## config.mk

```make
export PLATFORM = sky130hd
export DESIGN_NAME = alu_mc
export DESIGN_NICKNAME = d
export VERILOG_FILES = /design/src/rtl/alu_mc_pkg.sv /design/src/rtl/alu_mc_base.sv /design/src/rtl/alu_mc.sv
export SDC_FILE = /design/constraint.sdc
export NUM_CORES = 2
export LEC_CHECK = 0
export CORE_MARGIN = 2
export CORE_UTILIZATION = 25
export DETAILED_ROUTE_END_ITERATION = 8
export SETUP_SLACK_MARGIN = 0.4
export SLEW_MARGIN = 20
export SYNTH_ARGS = -nofsm -noshare
export SYNTH_HDL_FRONTEND = slang
export SYNTH_SLANG_ARGS = --single-unit
```

## constraint.sdc

```tcl
create_clock -name clk -period 13.2 [get_ports clk]
set_clock_uncertainty 0.2 [all_clocks]
set_input_delay 3.96 -clock clk [delete_from_list [all_inputs] [get_ports clk]]
set_output_delay 3.96 -clock clk [all_outputs]
set_load 0.02 [all_outputs]
```

## src/rtl/alu_mc_pkg.sv

```systemverilog
// Shared types for the multi-cycle ALU: base/M-extension opcode enums,
// FSM states and opcode classification helpers.
package alu_mc_pkg;

    typedef enum logic [3:0] {
        OP_ADD  = 4'b0000,
        OP_SUB  = 4'b0001,
        OP_SLL  = 4'b0010,
        OP_SLT  = 4'b0011,
        OP_SLTU = 4'b0100,
        OP_XOR  = 4'b0101,
        OP_SRL  = 4'b0110,
        OP_SRA  = 4'b0111,
        OP_OR   = 4'b1000,
        OP_AND  = 4'b1001
    } alu_op_e;

    typedef enum logic [2:0] {
        MD_MUL    = 3'b000,
        MD_MULH   = 3'b001,
        MD_MULHSU = 3'b010,
        MD_MULHU  = 3'b011,
        MD_DIV    = 3'b100,
        MD_DIVU   = 3'b101,
        MD_REM    = 3'b110,
        MD_REMU   = 3'b111
    } md_op_e;

    typedef enum logic [2:0] {
        ST_IDLE = 3'd0,
        ST_MUL  = 3'd1,
        ST_DIV  = 3'd2,
        ST_FIX  = 3'd3,
        ST_DONE = 3'd4
    } state_e;

    // Ops whose first operand is interpreted as signed (mulhsu: in1 only).
    function automatic logic is_signed_md(input md_op_e f);
        case (f)
            MD_MULH, MD_MULHSU, MD_DIV, MD_REM: return 1'b1;
            default:                            return 1'b0;
        endcase
    endfunction

    function automatic logic is_div_md(input md_op_e f);
        case (f)
            MD_DIV, MD_DIVU, MD_REM, MD_REMU: return 1'b1;
            default:                          return 1'b0;
        endcase
    endfunction

    function automatic logic is_rem_md(input md_op_e f);
        case (f)
            MD_REM, MD_REMU: return 1'b1;
            default:         return 1'b0;
        endcase
    endfunction

endpackage

```

## src/rtl/alu_mc_base.sv

```systemverilog
// Combinational single-cycle datapath for the base integer ops.
// Undefined opcodes raise illegal and drive a zero result.
module alu_mc_base
    import alu_mc_pkg::*;
#(
    parameter int XLEN = 32
) (
    input  logic [XLEN-1:0] a,
    input  logic [XLEN-1:0] b,
    input  logic [3:0]      op,
    output logic [XLEN-1:0] y,
    output logic            illegal
);

    localparam int SW = $clog2(XLEN);
    localparam logic [XLEN-2:0] PAD = {(XLEN-1){1'b0}};

    logic [SW-1:0] shamt_s;

    assign shamt_s = b[SW-1:0];

    // Opcode decode and result selection.
    always_comb begin
        y       = {XLEN{1'b0}};
        illegal = 1'b0;
        case (alu_op_e'(op))
            OP_ADD:  y = a + b;
            OP_SUB:  y = a - b;
            OP_SLL:  y = a << shamt_s;
            OP_SLT:  y = {PAD, ($signed(a) < $signed(b))};
            OP_SLTU: y = {PAD, (a < b)};
            OP_XOR:  y = a ^ b;
            OP_SRL:  y = a >> shamt_s;
            OP_SRA:  y = $signed(a) >>> shamt_s;
            OP_OR:   y = a | b;
            OP_AND:  y = a & b;
            default: illegal = 1'b1;
        endcase
    end

endmodule

```

## src/rtl/alu_mc.sv

```systemverilog
// Multi-cycle ALU: single-cycle base ops plus an iterative shift-add multiplier
// and restoring divider sharing one 2*XLEN accumulator, behind a valid/ready pair.
module alu_mc
    import alu_mc_pkg::*;
#(
    parameter int XLEN = 32,
    parameter bit EN_M = 1'b1
) (
    input  logic            clk,
    input  logic            reset,
    input  logic            in_valid,
    output logic            in_ready,
    input  logic [XLEN-1:0] in1,
    input  logic [XLEN-1:0] in2,
    input  logic [3:0]      op,
    input  logic            m_op,
    input  logic [2:0]      funct3,
    input  logic            flush,
    output logic            out_valid,
    input  logic            out_ready,
    output logic [XLEN-1:0] result,
    output logic            negative,
    output logic            zero,
    output logic            illegal
);

    localparam int              CW       = $clog2(XLEN);
    localparam logic [XLEN-1:0] ZERO     = {XLEN{1'b0}};
    localparam logic [XLEN-1:0] ONES     = {XLEN{1'b1}};
    localparam logic [XLEN-1:0] SMIN     = {1'b1, {(XLEN-1){1'b0}}};
    localparam logic [CW-1:0]   CNT_LAST = CW'(XLEN - 1);
    localparam logic [CW-1:0]   CNT_ONE  = {{(CW-1){1'b0}}, 1'b1};
    localparam logic [CW-1:0]   CNT_ZERO = {CW{1'b0}};

    state_e              state_r, state_s;
    logic [CW-1:0]       cnt_r, cnt_s;
    logic [2*XLEN-1:0]   acc_r, acc_s;
    logic [XLEN-1:0]     opa_r, opa_s;
    logic                neg_r, neg_s;
    logic                sa_r, sa_s;
    md_op_e              md_r, md_s;
    logic [XLEN-1:0]     result_r, result_s;
    logic                out_valid_r, out_valid_s;
    logic                illegal_r, illegal_s;

    logic [XLEN-1:0]     base_y_s;
    logic                base_ill_s;
    md_op_e              md_in_s;
    logic                a_neg_s, b_neg_s;
    logic [XLEN-1:0]     a_mag_s, b_mag_s;
    logic                div_zero_s, div_ovf_s;
    logic                accept_s;
    logic [XLEN:0]       madd_s, dsh_s, dsub_s;
    logic [2*XLEN-1:0]   mul_next_s, div_next_s, prod_s;
    logic [XLEN-1:0]     quot_s, rem_s, fix_s;

    alu_mc_base #(.XLEN(XLEN)) u_base (
        .a       (in1),
        .b       (in2),
        .op      (op),
        .y       (base_y_s),
        .illegal (base_ill_s)
    );

    assign in_ready  = (state_r == ST_IDLE) && !(out_valid_r && !out_ready);
    assign accept_s  = in_valid && in_ready && !flush;
    assign out_valid = out_valid_r;
    assign result    = result_r;
    assign illegal   = illegal_r;
    assign negative  = result_r[XLEN-1];
    assign zero      = ~|result_r;

    // Operand sign handling: mulhsu treats only in1 as signed.
    assign md_in_s    = md_op_e'(funct3);
    assign a_neg_s    = is_signed_md(md_in_s) && in1[XLEN-1];
    assign b_neg_s    = is_signed_md(md_in_s) && (md_in_s != MD_MULHSU) && in2[XLEN-1];
    assign a_mag_s    = a_neg_s ? (ZERO - in1) : in1;
    assign b_mag_s    = b_neg_s ? (ZERO - in2) : in2;
    assign div_zero_s = is_div_md(md_in_s) && (in2 == ZERO);
    assign div_ovf_s  = ((md_in_s == MD_DIV) || (md_in_s == MD_REM)) && (in1 == SMIN) && (in2 == ONES);

    // Multiply: acc = {partial product, remaining multiplier bits}.
    assign madd_s     = {1'b0, acc_r[2*XLEN-1:XLEN]} + (acc_r[0] ? {1'b0, opa_r} : {(XLEN+1){1'b0}});
    assign mul_next_s = {madd_s, acc_r[XLEN-1:1]};

    // Divide: acc = {partial remainder, dividend bits shifting into quotient}.
    assign dsh_s      = acc_r[2*XLEN-1:XLEN-1];
    assign dsub_s     = dsh_s - {1'b0, opa_r};
    assign div_next_s = dsub_s[XLEN] ? {dsh_s[XLEN-1:0], acc_r[XLEN-2:0], 1'b0}
                                     : {dsub_s[XLEN-1:0], acc_r[XLEN-2:0], 1'b1};

    // Sign fix-up and half/quotient/remainder selection.
    always_comb begin
        fix_s  = ZERO;
        prod_s = neg_r ? ({(2*XLEN){1'b0}} - acc_r) : acc_r;
        quot_s = neg_r ? (ZERO - acc_r[XLEN-1:0]) : acc_r[XLEN-1:0];
        rem_s  = sa_r ? (ZERO - acc_r[2*XLEN-1:XLEN]) : acc_r[2*XLEN-1:XLEN];
        case (md_r)
            MD_MUL:                       fix_s = prod_s[XLEN-1:0];
            MD_MULH, MD_MULHSU, MD_MULHU: fix_s = prod_s[2*XLEN-1:XLEN];
            MD_DIV, MD_DIVU:              fix_s = quot_s;
            MD_REM, MD_REMU:              fix_s = rem_s;
            default:                      fix_s = ZERO;
        endcase
    end

    // Next-state and next-output logic.
    always_comb begin
        state_s     = state_r;
        cnt_s       = cnt_r;
        acc_s       = acc_r;
        opa_s       = opa_r;
        neg_s       = neg_r;
        sa_s        = sa_r;
        md_s        = md_r;
        result_s    = result_r;
        out_valid_s = out_valid_r;
        illegal_s   = illegal_r;
        if (flush) begin
            state_s     = ST_IDLE;
            cnt_s       = CNT_ZERO;
            out_valid_s = 1'b0;
            result_s    = ZERO;
            illegal_s   = 1'b0;
        end else begin
            case (state_r)
                ST_IDLE: begin
                    if (accept_s) begin
                        out_valid_s = 1'b1;
                        illegal_s   = 1'b0;
                        if (!m_op) begin
                            result_s  = base_ill_s ? ZERO : base_y_s;
                            illegal_s = base_ill_s;
                        end else if (EN_M == 1'b0) begin
                            result_s  = ZERO;
                            illegal_s = 1'b1;
                        end else if (div_zero_s) begin
                            result_s = is_rem_md(md_in_s) ? in1 : ONES;
                        end else if (div_ovf_s) begin
                            result_s = is_rem_md(md_in_s) ? ZERO : in1;
                        end else begin
                            out_valid_s = 1'b0;
                            md_s        = md_in_s;
                            neg_s       = a_neg_s ^ b_neg_s;
                            sa_s        = a_neg_s;
                            cnt_s       = CNT_LAST;
                            if (is_div_md(md_in_s)) begin
                                state_s = ST_DIV;
                                acc_s   = {ZERO, a_mag_s};
                                opa_s   = b_mag_s;
                            end else begin
                                state_s = ST_MUL;
                                acc_s   = {ZERO, b_mag_s};
                                opa_s   = a_mag_s;
                            end
                        end
                    end else if (out_valid_r && out_ready) begin
                        out_valid_s = 1'b0;
                    end else begin
                        out_valid_s = out_valid_r;
                    end
                end
                ST_MUL, ST_DIV: begin
                    acc_s = (state_r == ST_MUL) ? mul_next_s : div_next_s;
                    if (cnt_r == CNT_ZERO) begin
                        state_s = ST_FIX;
                    end else begin
                        cnt_s = cnt_r - CNT_ONE;
                    end
                end
                ST_FIX: begin
                    result_s    = fix_s;
                    illegal_s   = 1'b0;
                    out_valid_s = 1'b1;
                    state_s     = ST_DONE;
                end
                ST_DONE: begin
                    if (out_ready) begin
                        out_valid_s = 1'b0;
                        state_s     = ST_IDLE;
                    end else begin
                        state_s = ST_DONE;
                    end
                end
                default: begin
                    state_s     = ST_IDLE;
                    out_valid_s = 1'b0;
                end
            endcase
        end
    end

    // State, datapath and output registers.
    always_ff @(posedge clk or posedge reset) begin
        if (reset) begin
            state_r     <= ST_IDLE;
            cnt_r       <= CNT_ZERO;
            acc_r       <= {(2*XLEN){1'b0}};
            opa_r       <= ZERO;
            neg_r       <= 1'b0;
            sa_r        <= 1'b0;
            md_r        <= MD_MUL;
            result_r    <= ZERO;
            out_valid_r <= 1'b0;
            illegal_r   <= 1'b0;
        end else begin
            state_r     <= state_s;
            cnt_r       <= cnt_s;
            acc_r       <= acc_s;
            opa_r       <= opa_s;
            neg_r       <= neg_s;
            sa_r        <= sa_s;
            md_r        <= md_s;
            result_r    <= result_s;
            out_valid_r <= out_valid_s;
            illegal_r   <= illegal_s;
        end
    end

endmodule

```

Word level (Yosys, flattened, before mapping):

Index checks and enable logic that the tools add are counted.

* register bits: 143
* bits of input ports: 77
* logic and storage cells: 190
* output and inout port bits: 37

* equal/unequal tests: 43
* bitwise operators: 7
* reductions and logical operators: 40
* multiplexer cells: 75
* $lt $le $gt $ge: 2
* $add $sub $neg: 10
* shift-type cells: 3

Operators with widths (count)
* 2-to-1 mux 32 bit: 15
* 2-to-1 mux 64 bit: 7
* case mux 32 bit (10 select lines): 1
* case mux 32 bit (4 select lines): 1
* case mux 64 bit (2 select lines): 1
* subtractor 1 x 32 -> 32 bit, first input constant: 4
* == test 32 bit, second input constant: 2
* < comparator 32 bit: 2
* case mux 32 bit (2 select lines): 1
* subtractor 1 x 64 -> 64 bit, first input constant: 1
* adder 32 x 32 -> 33 bit: 1
* subtractor 33 x 32 -> 33 bit: 1
* adder 32 bit: 1
* AND 32 bit: 1
* zero test 32 bit: 1
* bitwise OR 32 bit: 1
* OR reduction 32 bit: 1
* left shift 32 x 5 -> 32 bit: 1
* >> shifter 32 x 5 -> 32 bit: 1
* >>> shifter 32 x 5 -> 32 bit: 1
* subtractor 32 bit: 1
* XOR 32 bit: 1
* 2-to-1 mux 1 bit: 31
* 2-to-1 mux 5 bit: 6
* 37 further kinds: 96

Longest topological paths before layout:

* word-level depth: 17
* gate-level depth with buffers: 17
* depth with buffers taken out: 14

Hierarchy:

Synthesis repeated with hierarchy kept, for this count alone.

* cells, all modules: 3436
* area total of the unflattened synthesis: 24005.5 µm²

By module, submodules not included
* alu_mc: cells an instance 2156, times used 1, seq. area each 3578.4 µm², area each 15334.7 µm²
* alu_mc_base: cells an instance 1280, times used 1, seq. area each 0.0 µm², area each 8670.8 µm²

Worst setup path after synthesis:

No wires, ideal clock.

* path type: input-to-output
* start: input port out_ready
* end: output port in_ready
* data required time: 9.040 ns
* setup slack: 4.377 ns
* buffers on the path: 0
* data arrival time: 4.663 ns
* stages: 2
* path through: inv_1 a2111oi_2

* cells in the longest elaborated chain, start to end: 4

RTL lines
* from (decl): line alu_mc.sv:20 `input logic out_ready,`
* zero test 1 bit: line alu_mc.sv:65 `assign in_ready = (state_r == ST_IDLE) && !(out_valid_r && !out_ready);`
* logical AND 1 bit: line alu_mc.sv:65
* zero test 1 bit: line alu_mc.sv:65
* logical AND 1 bit: line alu_mc.sv:65
* to (decl): line alu_mc.sv:12 `output logic in_ready,`

No other way between the ends.

Final worst setup path:

Ends and elaborated chain as after synthesis.

==> impl_metrics.json <==
{
  "grt.overflow.total": 0,
  "post-cts-setup-buffer-count": 0,
  "cts_tree": "built",
  "worst_pin_slew_ns": 1.23,
  "io_pins": 114,
  "cap_violations": 0,
  "routed_via_density": 5.92,
  "hold_viol_final": 0,
  "grt_use_met3": 0.0380,
  "num_rows": 114,
  "cp.arrival_ns": 5.57,
  "final_cell_mix": "405 x nand2_1, 362 x nor2_1, 339 x a21oi_1",
  "holdPathStages": 2,
  "fmax_mhz": 103,
  "cts-root-buf": "clkbuf_16",
  "drtAntennaViolNets": 0,
  "startpoint_type": "input pin",
  "clk_latency_ns": 0.45,
  "busiest_layer": "met2",
  "finalSetupTns_ns": 0,
  "maxSlewViolCount": 0,
  "cts-buffers-inserted": 17,
  "grt_max_degree": 96,
  "reg2reg_to": "result[17]",
  "path_clk_slew_ns": 0.06,
  "cts.hold.buffers_added": 0,
  "end_kind": "output port",
  "final_nets": 3653,
  "port_buffers": 113,
  "place_congestion": 1.07,
  "dieArea_mm2": 0.0999,
  "finalCriticalPeriod_ns": 9.73,
  "ys.flop_type": "dfrtp_1",
  "slew_headroom": 0.174,
  "antenna_found_initial": 5,
  "drc": 0,
  "hpwl_mm": 91.7,
  "cts_resized": 0,
  "layout_commonest_cell": "nand2_1",
  "seq_area_mm2": 0.00358,
  "ys_types": 97,
  "hold_path.startpoint": "opa_r[26]",
  "postLayoutCellArea_mm2": 0.0272,
  "ir_drop_uv": 127,
  "min_to": "opa_r[26]",
  "synth_seq_cells": 143,
  "cp.required_ns": 9.04,
  "rr_worst_depth": 10,
  "area_growth_pct": 11.7,
  "rr_startpoint": "acc_r[26]",
  "num_vias": 27785,
  "synthArstFlopShare": 1.00,
  "leakagePower_nw": 11.0,
  "worstSetupPathType": "input pin to output port",
  "postSynthCellCount": 3466,
  "postSynthAreaPerCell_um2": 7.03,
  "synth_edf_count": 0,
  "seq_area_frac_synth": 0.147,
  "grt_pass1_vias": 24719,
  "rrSetupSlack_ns": 8.69,
  "worstHoldPathType": "register to register",
  "avgRoutedWirePerCell_um": 25.2,
  "core_area_mm2": 0.0966,
  "fin_crit_sh": 0.737,
  "fp.dieH_um": 316,
  "clk_path_buf_depth": 2,
  "synth_warnings": 0,
  "grt_usage": 0.229,
  "finalSetupViolCount": 0,
  "multi_input_area_mm2": 0.0191,
  "synth_nets": 3718,
  "power_density_mw_per_mm2": 148,
  "dr.pass1.iters": 5,
  "fill_cells": 10549,
  "drt_wl_total_mm": 118,
  "drt_iter0_markers": 3542,
  "status": "complete, no violations",
  "grt_pass1_wl_mm": 172,
  "cp_max_fo": 2,
  "met2_usage": 0.341,
  "drive_gt1_frac": 0.0735,
  "use_met1": 0.326,
  "dieWidth_um": 316,
  "clock-sinks": 143,
  "placed_area_mm2": 0.0266,
  "htreeDepth": 4,
  "start_util": 0.252,
  "rsz0062_at_grt": "no",
  "synth.cell_area_mm2": 0.0243
}
how the worst max path moves through the flow:
stage	startpoint	endpoint	slack [ns]
finish	out_ready	in_ready	3.47
global route	out_ready	in_ready	3.37
global placement	out_ready	in_ready	3.44
floorplan	out_ready	in_ready	4.38
CTS	out_ready	in_ready	3.45
detailed placement	out_ready	in_ready	3.45
worst max-delay path: stages:
cell	delay, ns
clkdlybuf4s50_1	0.48
inv_1	0.06
a2111oi_2	0.40
clkdlybuf4s50_1	0.67
cell families after synthesis:
| family | share of synthesized area |
|---|---|
| XOR/XNOR | 0.0691 |
| AO/OA/AOI/OAI | 0.326 |
| flip-flops | 0.147 |
| AND/OR/NAND/NOR | 0.218 |
| multiplexers | 0.0764 |
| buffers and inverters | 0.0706 |
| adder cells (fa/ha/maj) | 0.0928 |
cell type report:
cell class / count / area share
tap: 1276 / 0.0587
antenna: 3 / 0.000276
clock inverter: 14 / 0.00662
timing repair buffer: 195 / 0.0633
inverter: 152 / 0.0212
clock buffer: 18 / 0.0158
sequential: 143 / 0.132
multi-input combinational: 2892 / 0.703
cells in the mapped netlist, types with 40 or more instances:
| cell | number | area, µm² |
|---|---|---|
| a221oi_1 | 46 | 403 |
| nand2_1 | 406 | 1520 |
| nor3_1 | 62 | 310 |
| clkbuf_1 | 213 | 800 |
| a31oi_1 | 40 | 250 |
| mux2i_1 | 62 | 621 |
| xnor2_1 | 123 | 1080 |
| or3_1 | 40 | 250 |
| ha_1 | 171 | 2140 |
| o211ai_1 | 40 | 300 |
| mux4_2 | 46 | 1040 |
| xor2_1 | 66 | 578 |
| a21o_1 | 55 | 413 |
| dfrtp_1 | 143 | 3580 |
| a21oi_1 | 339 | 1700 |
| nor2_1 | 363 | 1360 |
| o21ai_0 | 317 | 1590 |
| inv_1 | 147 | 552 |
| nand3_1 | 50 | 250 |
| a211oi_1 | 61 | 458 |
registers in the layout, summed over array words and instances, names as in the netlist:
signal,flops
neg_r,1
cnt_r,5
md_r,3
sa_r,1
opa_r,32
acc_r,64
illegal,1
state_r,3
result,32
out_valid,1
where the power goes:
part / total (W) / leakage (nW) / internal (W) / switching (W)
Clock: 0.000515 / 0.286 / 0.000300 / 0.000215
Combinational: 0.00267 / 8.87 / 0.00101 / 0.00166
Sequential: 0.000833 / 1.86 / 0.000557 / 0.000275
Total: 0.00402 / 11.0 / 0.00187 / 0.00215
per-stage QoR:
stage	std cells	power (W)	worst slack [ns]	hold WS, ns	utilization
floorplan	3466	0.00270	4.38	0.240	-
global placement	4658	0.00340	3.44	0.261	0.275
detailed placement	4658	0.00342	3.45	0.270	0.275
CTS	4690	0.00395	3.45	0.285	0.282
global route	4691	0.00431	3.37	0.297	0.282
finish	4693	0.00402	3.47	0.278	0.282
layer usage:
| metal | wire [µm] | share of wire |
|---|---|---|
| met5 | 25 | 0.00021 |
| met4 | 5580 | 0.047 |
| met3 | 11900 | 0.10 |
| met2 | 50000 | 0.42 |
| met1 | 50800 | 0.43 |
(Power assumes the default switching activity.)
